## src/rtl/sdr_pkg.sv

```systemverilog
// sdr_pkg: FSM state encodings, SDRAM command encodings {nRAS,nCAS,nWE} and address widths.
package sdr_pkg;
  localparam int BA_W = 2;
  localparam int A_W = 13;
  localparam int COL_W = 9;
  localparam logic [2:0] S_INIT = 3'd0;
  localparam logic [2:0] S_IDLE = 3'd1;
  localparam logic [2:0] S_REF = 3'd2;
  localparam logic [2:0] S_WR = 3'd3;
  localparam logic [2:0] S_RD = 3'd4;
  localparam logic [2:0] CMD_NOP = 3'b111;
  localparam logic [2:0] CMD_ACTIVE = 3'b011;
  localparam logic [2:0] CMD_READ = 3'b101;
  localparam logic [2:0] CMD_WRITE = 3'b100;
  localparam logic [2:0] CMD_PRECHARGE = 3'b010;
  localparam logic [2:0] CMD_REFRESH = 3'b001;
endpackage

```

## src/rtl/sdr_ref_timer.sv

```systemverilog
// sdr_ref_timer: tREFI interval counter, saturating pending-refresh counter and sticky overflow flag.
module sdr_ref_timer #(
  parameter int TREFI_CYC = 1300,
  parameter int REF_PEND_W = 3
) (
  input  logic clk,
  input  logic rst_n,
  input  logic en,
  input  logic ref_done,
  output logic ref_pend_nz,
  output logic ref_ovf
);
  localparam int CNT_W = $clog2(TREFI_CYC);
  logic [CNT_W-1:0] cnt_q, cnt_d;
  logic [REF_PEND_W-1:0] pend_q, pend_d;
  logic ovf_q, ovf_d, tick, sat;
  always_comb begin
    tick = en && cnt_q == CNT_W'(TREFI_CYC - 1);
    sat = &pend_q;
    cnt_d = !en ? cnt_q : tick ? '0 : cnt_q + 1'b1;
    // A tick and a ref_done in the same cycle cancel out.
    pend_d = (tick && !ref_done && !sat) ? pend_q + 1'b1 :
             (ref_done && !tick && pend_q != '0) ? pend_q - 1'b1 : pend_q;
    ovf_d = ovf_q | (tick && sat && !ref_done);
  end
  always_ff @(posedge clk) begin
    if (!rst_n) begin
      cnt_q <= '0;
      pend_q <= '0;
      ovf_q <= 1'b0;
    end else begin
      cnt_q <= cnt_d;
      pend_q <= pend_d;
      ovf_q <= ovf_d;
    end
  end
  assign ref_pend_nz = pend_q != '0;
  assign ref_ovf = ovf_q;
endmodule

```

## src/rtl/sdr_cmd_arb.sv

```systemverilog
// sdr_cmd_arb: grants the SDRAM command pins to init/refresh/write/read engines through a registered mux.
// SDR_ARB_RR_EN: alternate write/read when both are pending; otherwise write has fixed priority over read.
module sdr_cmd_arb import sdr_pkg::*; #(
  parameter int TREFI_CYC = 1300,
  parameter int REF_PEND_W = 3
) (
  input  logic        clk,
  input  logic        rst_n,
  input  logic        init_done,
  input  logic [2:0]  init_cmd,
  input  logic [1:0]  init_ba,
  input  logic [12:0] init_a,
  input  logic [2:0]  ref_cmd,
  input  logic [1:0]  ref_ba,
  input  logic [12:0] ref_a,
  input  logic [2:0]  wr_cmd,
  input  logic [1:0]  wr_ba,
  input  logic [12:0] wr_a,
  input  logic [2:0]  rd_cmd,
  input  logic [1:0]  rd_ba,
  input  logic [12:0] rd_a,
  output logic        ref_start,
  input  logic        ref_done,
  output logic        wr_start,
  input  logic        wr_done,
  output logic        rd_start,
  input  logic        rd_done,
  input  logic        user_wr_req,
  output logic        user_wr_ack,
  input  logic        user_rd_req,
  output logic        user_rd_ack,
  output logic        busy,
  output logic        ref_ovf,
  output logic [1:0]  sdr_BA,
  output logic [12:0] sdr_A,
  output logic        sdr_nRAS,
  output logic        sdr_nCAS,
  output logic        sdr_nWE
);
  logic [2:0] state_q, state_d, cmd_q, cmd_d;
  logic [BA_W-1:0] ba_q, ba_d;
  logic [A_W-1:0] a_q, a_d;
  logic ref_start_q, ref_start_d, wr_start_q, wr_start_d, rd_start_q, rd_start_d;
  logic ref_pend_nz, wr_pick;
  sdr_ref_timer #(.TREFI_CYC(TREFI_CYC), .REF_PEND_W(REF_PEND_W)) u_tmr (
    .clk(clk),
    .rst_n(rst_n),
    .en(state_q != S_INIT),
    .ref_done(ref_done),
    .ref_pend_nz(ref_pend_nz),
    .ref_ovf(ref_ovf)
  );
`ifdef SDR_ARB_RR_EN
  logic last_wr_q, last_wr_d;
  assign wr_pick = user_wr_req && (!user_rd_req || !last_wr_q);
  always_comb last_wr_d = wr_start_d ? 1'b1 : rd_start_d ? 1'b0 : last_wr_q;
  always_ff @(posedge clk) last_wr_q <= !rst_n ? 1'b0 : last_wr_d;
`else
  assign wr_pick = user_wr_req;
`endif
  always_comb begin
    ref_start_d = 1'b0;
    wr_start_d = 1'b0;
    rd_start_d = 1'b0;
    state_d = state_q;
    if (state_q == S_INIT) state_d = init_done ? S_IDLE : S_INIT;
    else if (state_q == S_IDLE) begin
      ref_start_d = ref_pend_nz;
      wr_start_d = !ref_pend_nz && wr_pick;
      rd_start_d = !ref_pend_nz && !wr_pick && user_rd_req;
      state_d = ref_start_d ? S_REF : wr_start_d ? S_WR : rd_start_d ? S_RD : S_IDLE;
    end
    else if ((state_q == S_REF && ref_done) || (state_q == S_WR && wr_done) ||
             (state_q == S_RD && rd_done)) state_d = S_IDLE;
    cmd_d = state_q == S_INIT ? init_cmd : state_q == S_REF ? ref_cmd :
            state_q == S_WR ? wr_cmd : state_q == S_RD ? rd_cmd : CMD_NOP;
    ba_d = state_q == S_INIT ? init_ba : state_q == S_REF ? ref_ba :
           state_q == S_WR ? wr_ba : state_q == S_RD ? rd_ba : '0;
    a_d = state_q == S_INIT ? init_a : state_q == S_REF ? ref_a :
          state_q == S_WR ? wr_a : state_q == S_RD ? rd_a : '0;
  end
  always_ff @(posedge clk) begin
    if (!rst_n) begin
      state_q <= S_INIT;
      cmd_q <= CMD_NOP;
      ba_q <= '0;
      a_q <= '0;
      ref_start_q <= 1'b0;
      wr_start_q <= 1'b0;
      rd_start_q <= 1'b0;
    end else begin
      state_q <= state_d;
      cmd_q <= cmd_d;
      ba_q <= ba_d;
      a_q <= a_d;
      ref_start_q <= ref_start_d;
      wr_start_q <= wr_start_d;
      rd_start_q <= rd_start_d;
    end
  end
  assign ref_start = ref_start_q;
  assign wr_start = wr_start_q;
  assign rd_start = rd_start_q;
  assign user_wr_ack = wr_start_q;
  assign user_rd_ack = rd_start_q;
  assign busy = state_q != S_IDLE;
  assign {sdr_nRAS, sdr_nCAS, sdr_nWE} = cmd_q;
  assign sdr_BA = ba_q;
  assign sdr_A = a_q;
endmodule

```

## config.mk

```make
export PLATFORM = sky130hd
export DESIGN_NAME = sdr_cmd_arb
export DESIGN_NICKNAME = d
export VERILOG_FILES = /design/src/rtl/sdr_pkg.sv /design/src/rtl/sdr_ref_timer.sv /design/src/rtl/sdr_cmd_arb.sv
export SDC_FILE = /design/constraint.sdc
export NUM_CORES = 1
export LEC_CHECK = 0
export CAP_MARGIN = 20
export CORE_MARGIN = 8
export CORE_UTILIZATION = 40
export CTS_BUF_LIST = sky130_fd_sc_hd__clkbuf_16
export DETAILED_ROUTE_END_ITERATION = 12
export GPL_TIMING_DRIVEN = 0
export PLACE_DENSITY = 0.76
export SLEW_MARGIN = 25
export SYNTH_ARGS = -nofsm -noshare
export SYNTH_HDL_FRONTEND = slang
export SYNTH_SLANG_ARGS = --single-unit
```

## constraint.sdc

```tcl
create_clock -name clk -period 2.7 [get_ports clk]
set_input_delay 0.27 -clock clk [delete_from_list [all_inputs] [get_ports clk]]
set_output_delay 0.27 -clock clk [all_outputs]
set_load 0.05 [all_outputs]
```

==> impl_metrics.json, run 1 <==
{
  "ys_ff_latch": 39,
  "grt_use_total": 0.173,
  "chipHeight_um": 87.8,
  "antenna_left": 0,
  "crit_arrival_ps": 2190,
  "report.final.slew_viol_count": 0,
  "worst_setup_path_end_kind": "output pin",
  "grt_max_degree": 13,
  "finalCriticalPeriod_ps": 2460,
  "top_layer": "met4",
  "synthCells": 260,
  "crit_type": "flip-flop to output pin",
  "pwr-share-seq": 0.276,
  "clk_latency_ps": 280,
  "crit_required_ps": 2430,
  "vdd_drop_max_mv": 0.515,
  "ios": 105,
  "syn_area_um2": 2060,
  "synth-main-ff-cell": "dfxtp_1",
  "synth_edf_count": 0,
  "hpwl_um": 5150,
  "cts_made_buffers": 5,
  "period_share": 0.910,
  "power.internal_w": 0.00170,
  "run_status": "completed",
  "pre_cts_slack_ps": 560,
  "via_per_inst": 5.08,
  "avgSynthCellArea_um2": 7.93,
  "cts_root_buf": "clkbuf_16",
  "grt_pass1_vias": 2297,
  "cts_tree": "built",
  "drive_gt1_frac": 0.0538,
  "yosysWarningCount": 0,
  "nFillCells": 454,
  "path_cells": "clkbuf_1 -> nor2_1 -> and2_1 -> inv_1 -> clkdlybuf4s50_1",
  "fin_ws_ps": 242,
  "crit_slowest_cell": "clkdlybuf4s50_1",
  "wl_met3_um": 536,
  "num_vias": 2245,
  "p_comb_frac": 0.493,
  "ys_types": 43,
  "antenna_found_initial": 0,
  "clk_pin_slew_worst_paths_ps": 60,
  "routed_wl_um": 6620,
  "place.gp.congestion": 0.781,
  "dr_wl_met2_um": 3110,
  "p_sw_frac": 0.400,
  "clock.fmax_mhz": 407,
  "syn_nets": 342,
  "clock_path_buffers": 2,
  "nNetsFinal": 453,
  "critical-path-max-stage-delay_ps": 800,
  "layout.cells.most_common_list": "clkdlybuf4s50_1 (104), dfxtp_1 (39), a21oi_1 (36)",
  "totalPowerFinal_w": 0.00284,
  "worst_pin_slew_ps": 705,
  "async_reset_ff_frac": 0,
  "start_util": 0.409,
  "p_per_area_nw_per_um2": 847,
  "wl_met1_um": 2750,
  "grt_first_pass_wirelength_um": 10500,
  "relSlewSlack": 0.526,
  "p_clk_frac": 0.232,
  "synthToLayoutAreaGrowth_pct": 62.7,
  "cts_resized": 0,
  "post_cts_buffers": 0,
  "firstDrtPassIters": 5,
  "die_area_um2": 7710,
  "setup_viol": 0,
  "overflow": 0,
  "switchingPower_w": 0.00114,
  "core_area_um2": 5040,
  "yosysTopAreaCellShare": 0.379,
  "clkSinkCount": 39,
  "remaining_drc_errors": 0,
  "finalHoldViolations": 0,
  "die_w_um": 87.8,
  "synth-seq-area-share": 0.379,
  "finClkSkew_ps": 3.53,
  "start_kind": "flip-flop",
  "hp-class": "flip-flop to flip-flop",
  "synth_top_cell_by_area": "dfxtp_1",
  "drtIter0Drc": 97,
  "h-tree-depth": 2,
  "final_common_cell": "clkdlybuf4s50_1",
  "cts_hold_buffers": 0,
  "rows": 26,
  "insertedDiodeCount": 0,
  "synth_area_leaders": "dfxtp_1 (38%), a21oi_1 (8.7%), o211a_1 (7.3%), nand2_1 (5.5%), o21ai_0 (5.1%)",
  "finalSetupTns_ps": 0,
  "p_leak_nw": 1.40,
  "wl_per_cell_um": 15.0,
  "rsz0062_at_grt": "no",
  "maxCapViolations": 0,
  "io_buffers": 104,
  "crit_fanout": 10
}
[stage by stage]
step           std cells  utilization  area [µm²]  hold WS, ps
3_3_place_gp         434        0.633        3190          459
5_1_grt              442        0.665        3350          521
4_1_cts              442        0.665        3350          480
2_1_floorplan        260            -        2060          353
3_5_place_dp         434        0.633        3190          459
6_report             442        0.665        3350          473
[power by group through the flow]
stage | Clock [W] | Combinational [W] | Sequential (W)
after CTS | 0.000670 | 0.00140 | 0.000783
after detailed placement | 0 | 0.00140 | 0.000795
after global placement | 0 | 0.00138 | 0.000788
final | 0.000658 | 0.00140 | 0.000784
after global routing | 0.000694 | 0.00151 | 0.000801
after floorplan | 0 | 0.000618 | 0.00110
[routing by layer]
layer | global-route usage | vias to the layer above
li1 | - | 1118
met1 | 0.197 | 1022
met2 | 0.274 | 87
met3 | 0.0704 | 18
met4 | 0.0859 | 0
met5 | 0 | -
[Yosys cell counts, drive strengths merged (3+ instances only)]
cell type and n:
a21boi 4, a21oi 36, and2 3, and3 4
buf 6, clkbuf 13, dfxtp 39, inv 17
mux2i 3, nand2 31, nand2b 4, nand3 8
nand4 4, nor2 20, o211a 15, o21ai 21
o22ai 3, or3 4, xor2 6
[logic make-up after synthesis]
group / count (synthesis) / share of synthesized area
xor gates and xnor gates: 8 / 0.0340
AOI/OAI and AO/OA: 83 / 0.251
and+or+nand+nor: 87 / 0.221
buffers and inverters: 37 / 0.0795
muxes: 4 / 0.0200
DFF: 39 / 0.379
adders and majority gates: 2 / 0.0158
[final cells by class]
cell class	instances	area (µm²)	share of cell area
clock inverters	3	38.8	0.0116
repair buffers	104	1040	0.310
plain buffers	19	96.3	0.0287
well taps	70	87.6	0.0261
multi-input cells	184	1120	0.333
inverters	18	67.6	0.0201
clock buffers	5	125	0.0373
flip-flops and latches	39	781	0.233
[worst max-delay path: cells and delay by family, from the launching register on]
family,cells,cell delay (ps)
and+or+nand+nor,2,310
buffers and inverters,3,1250
DFF,1,350
[state kept, by name (all words and copies together) (netlist names)]
register / count
cmd_q: 3
rd_start: 1
ref_start: 1
sdr_A: 13
sdr_BA: 2
state_q: 3
u_tmr.cnt_q: 11
u_tmr.pend_q: 3
u_tmr.ref_ovf: 1
user_wr_ack: 1
[worst paths after layout]
path	startpoint	endpoint	slack (ps)	depth (start not counted)
max	state_q[2]	busy	240	5
min	u_tmr.ref_ovf	u_tmr.ref_ovf	470	1
max reg2reg	u_tmr.cnt_q[0]	u_tmr.pend_q[2]	610	7
min reg2reg	u_tmr.ref_ovf	u_tmr.ref_ovf	470	1
Power figures use the tool's default switching activity.
==> run 2: changes to the inputs <==
==> constraint.sdc (replaced) <==
create_clock -name clk -period 2.74 [get_ports clk]
set_input_delay 0.274 -clock clk [delete_from_list [all_inputs] [get_ports clk]]
set_output_delay 0.274 -clock clk [all_outputs]
set_load 0.05 [all_outputs]
==> results of run 2 <==
Same layout as run 1 (identical final DEF). Status: completed.
Main changes from that run: setup slack after placement 560 ps -> 596 ps; setup slack after layout 242 ps -> 278 ps; register-to-register setup slack 610 ps -> 650 ps; total power 0.00284 W -> 0.00280 W; worst IR drop on VDD 0.515 mV -> 0.508 mV
==> run 3: changes to the inputs <==
--- a/config.mk
+++ b/config.mk
@@ -7,11 +7,11 @@
 export LEC_CHECK = 0
 export CAP_MARGIN = 20
 export CORE_MARGIN = 8
-export CORE_UTILIZATION = 40
+export CORE_UTILIZATION = 30
 export CTS_BUF_LIST = sky130_fd_sc_hd__clkbuf_16
 export DETAILED_ROUTE_END_ITERATION = 12
 export GPL_TIMING_DRIVEN = 0
-export PLACE_DENSITY = 0.76
+export PLACE_DENSITY = 0.62
 export SLEW_MARGIN = 25
 export SYNTH_ARGS = -nofsm -noshare
 export SYNTH_HDL_FRONTEND = slang
==> run 3 against run 2 <==
Effect of this change: worst hold slack better by 2.0 ps; fmax increased by 1.2%; core utilization fell by 17 points; non-clock buffer count is the same; register-to-register slack better by 20 ps; design area fell by 0.41%; setup slack better by 29 ps; critical path depth is the same; wire length rose by 3.6%; sequential cell count unchanged; critical endpoint unchanged; largest cell class unchanged.
==> impl_metrics.json, run 3 (synthesis gave the netlist of run 1 again) <==
{
  "run_status": "completed",
  "synthToLayoutAreaGrowth_pct": 62.0,
  "fin_util": 0.497,
  "min-delay-start": "u_tmr.ref_ovf",
  "crit_arrival_ps": 2160,
  "drtIter0Drc": 75,
  "crit_required_ps": 2470,
  "die_area_um2": 9780,
  "crit_type": "flip-flop to output pin",
  "firstDrtPassIters": 4,
  "clock.fmax_mhz": 411,
  "grt_pass1_vias": 2314,
  "insertedDiodeCount": 0,
  "clock_path_buffers": 2,
  "timing.rr.start": "u_tmr.cnt_q[0]",
  "antenna_left": 0,
  "drive_gt1_frac": 0.0511,
  "h-tree-depth": 2,
  "critPathTopFamily": "buffers and inverters",
  "startpoint": "state_q[2]",
  "io_buffers": 104,
  "hpwl_um": 5370,
  "crit_fanout": 10,
  "chipHeight_um": 98.9,
  "p_leak_nw": 1.40,
  "dpl-instance-area_um2": 3200,
  "grt_first_pass_wirelength_um": 11300,
  "power.internal_w": 0.00158,
  "clkSinkCount": 39,
  "layout.cells.most_common_list": "clkdlybuf4s50_1 (104), dfxtp_1 (39), a21oi_1 (36)",
  "finalSetupTns_ps": 0,
  "finish.instance_area_um2": 3340,
  "via_per_inst": 4.82,
  "critical-path-max-stage-delay_ps": 790,
  "routed_wl_um": 6860,
  "hp-class": "flip-flop to flip-flop",
  "place.gp.congestion": 0.809,
  "grt_use_total": 0.140,
  "rows": 30,
  "final_common_cell": "clkdlybuf4s50_1",
  "clk_latency_ps": 280,
  "vdd_drop_max_mv": 0.317,
  "p_per_area_nw_per_um2": 806,
  "path_cells": "clkbuf_1 -> nor2_1 -> and2_1 -> inv_1 -> clkdlybuf4s50_1",
  "grt_max_degree": 12,
  "crit_slowest_cell": "clkdlybuf4s50_1",
  "die_w_um": 98.9,
  "cts_resized": 0,
  "finClkSkew_ps": 2.33,
  "largest_reg_flops": 13,
  "cp_num_buf_inv": 3,
  "pwr-share-seq": 0.287,
  "p_sw_frac": 0.411,
  "core_area_um2": 6720,
  "overflow": 0,
  "worst_pin_slew_ps": 761,
  "nFillCells": 654,
  "ios": 105,
  "wl_per_cell_um": 15.2,
  "clk_pin_slew_worst_paths_ps": 60,
  "finalHoldViolations": 0,
  "cts_root_buf": "clkbuf_16",
  "nNetsFinal": 453,
  "start_util": 0.307,
  "worst_setup_path_end_kind": "output pin",
  "finalCriticalPeriod_ps": 2430,
  "switchingPower_w": 0.00111,
  "remaining_drc_errors": 0,
  "cts_tree": "built",
  "post_cts_buffers": 0,
  "relSlewSlack": 0.489,
  "p_clk_frac": 0.204,
  "cts_hold_buffers": 0,
  "setup_viol": 0,
  "report.final.slew_viol_count": 0,
  "cts_made_buffers": 5,
  "start_kind": "flip-flop",
  "p_comb_frac": 0.509,
  "period_share": 0.888,
  "num_vias": 2179,
  "rsz0062_at_grt": "no",
  "maxCapViolations": 0,
  "antenna_found_initial": 0
}
## run 3: changes by cell type in the layout (fill, tap and decap cells not counted)
cell       delta
bufinv_16     -1
inv_1         +2
clkinv_1      -1
## run 3: path summary, 6_finish.rpt
check               endpoint  slack (ps)  cells after the start
max                     busy         310                      5
min            u_tmr.ref_ovf         470                      1
max reg2reg  u_tmr.pend_q[2]         670                      7
min reg2reg    u_tmr.ref_ovf         470                      1
## run 3: final cells by class
type                    count  area [µm²]  area share
repair buffers            104        1040       0.312
flip-flops and latches     39         781       0.234
multi-input cells         184        1120       0.334
clock buffers               5         125      0.0375
clock inverters             3        12.5     0.00375
well taps                  80         100      0.0300
plain buffers              19        96.3      0.0288
inverters                  18        67.6      0.0202
## run 3: stage by stage
stage	hold WS (ps)	std cells	total power (W)	setup WS (ps)
after global placement	452	444	0.00215	615
after global routing	496	452	0.00288	210
after CTS	481	452	0.00272	298
after detailed placement	454	444	0.00217	605
after floorplan	357	260	0.00169	798
final	475	452	0.00269	307
## run 3: power groups by stage
stage	combinational, W	sequential [W]	clock [W]
6_report	0.00137	0.000772	0.000548
5_1_grt	0.00150	0.000790	0.000587
4_1_cts	0.00139	0.000773	0.000563
3_5_place_dp	0.00138	0.000784	0
3_3_place_gp	0.00137	0.000779	0
2_1_floorplan	0.000609	0.00108	0
## run 3: routing by layer
metal	vias to the layer above	wire length [µm]	GRT usage
li1	1118	-	-
met1	992	3140	0.171
met2	67	3220	0.232
met3	2	464	0.0437
met4	0	27	0.0319
met5	-	0	0
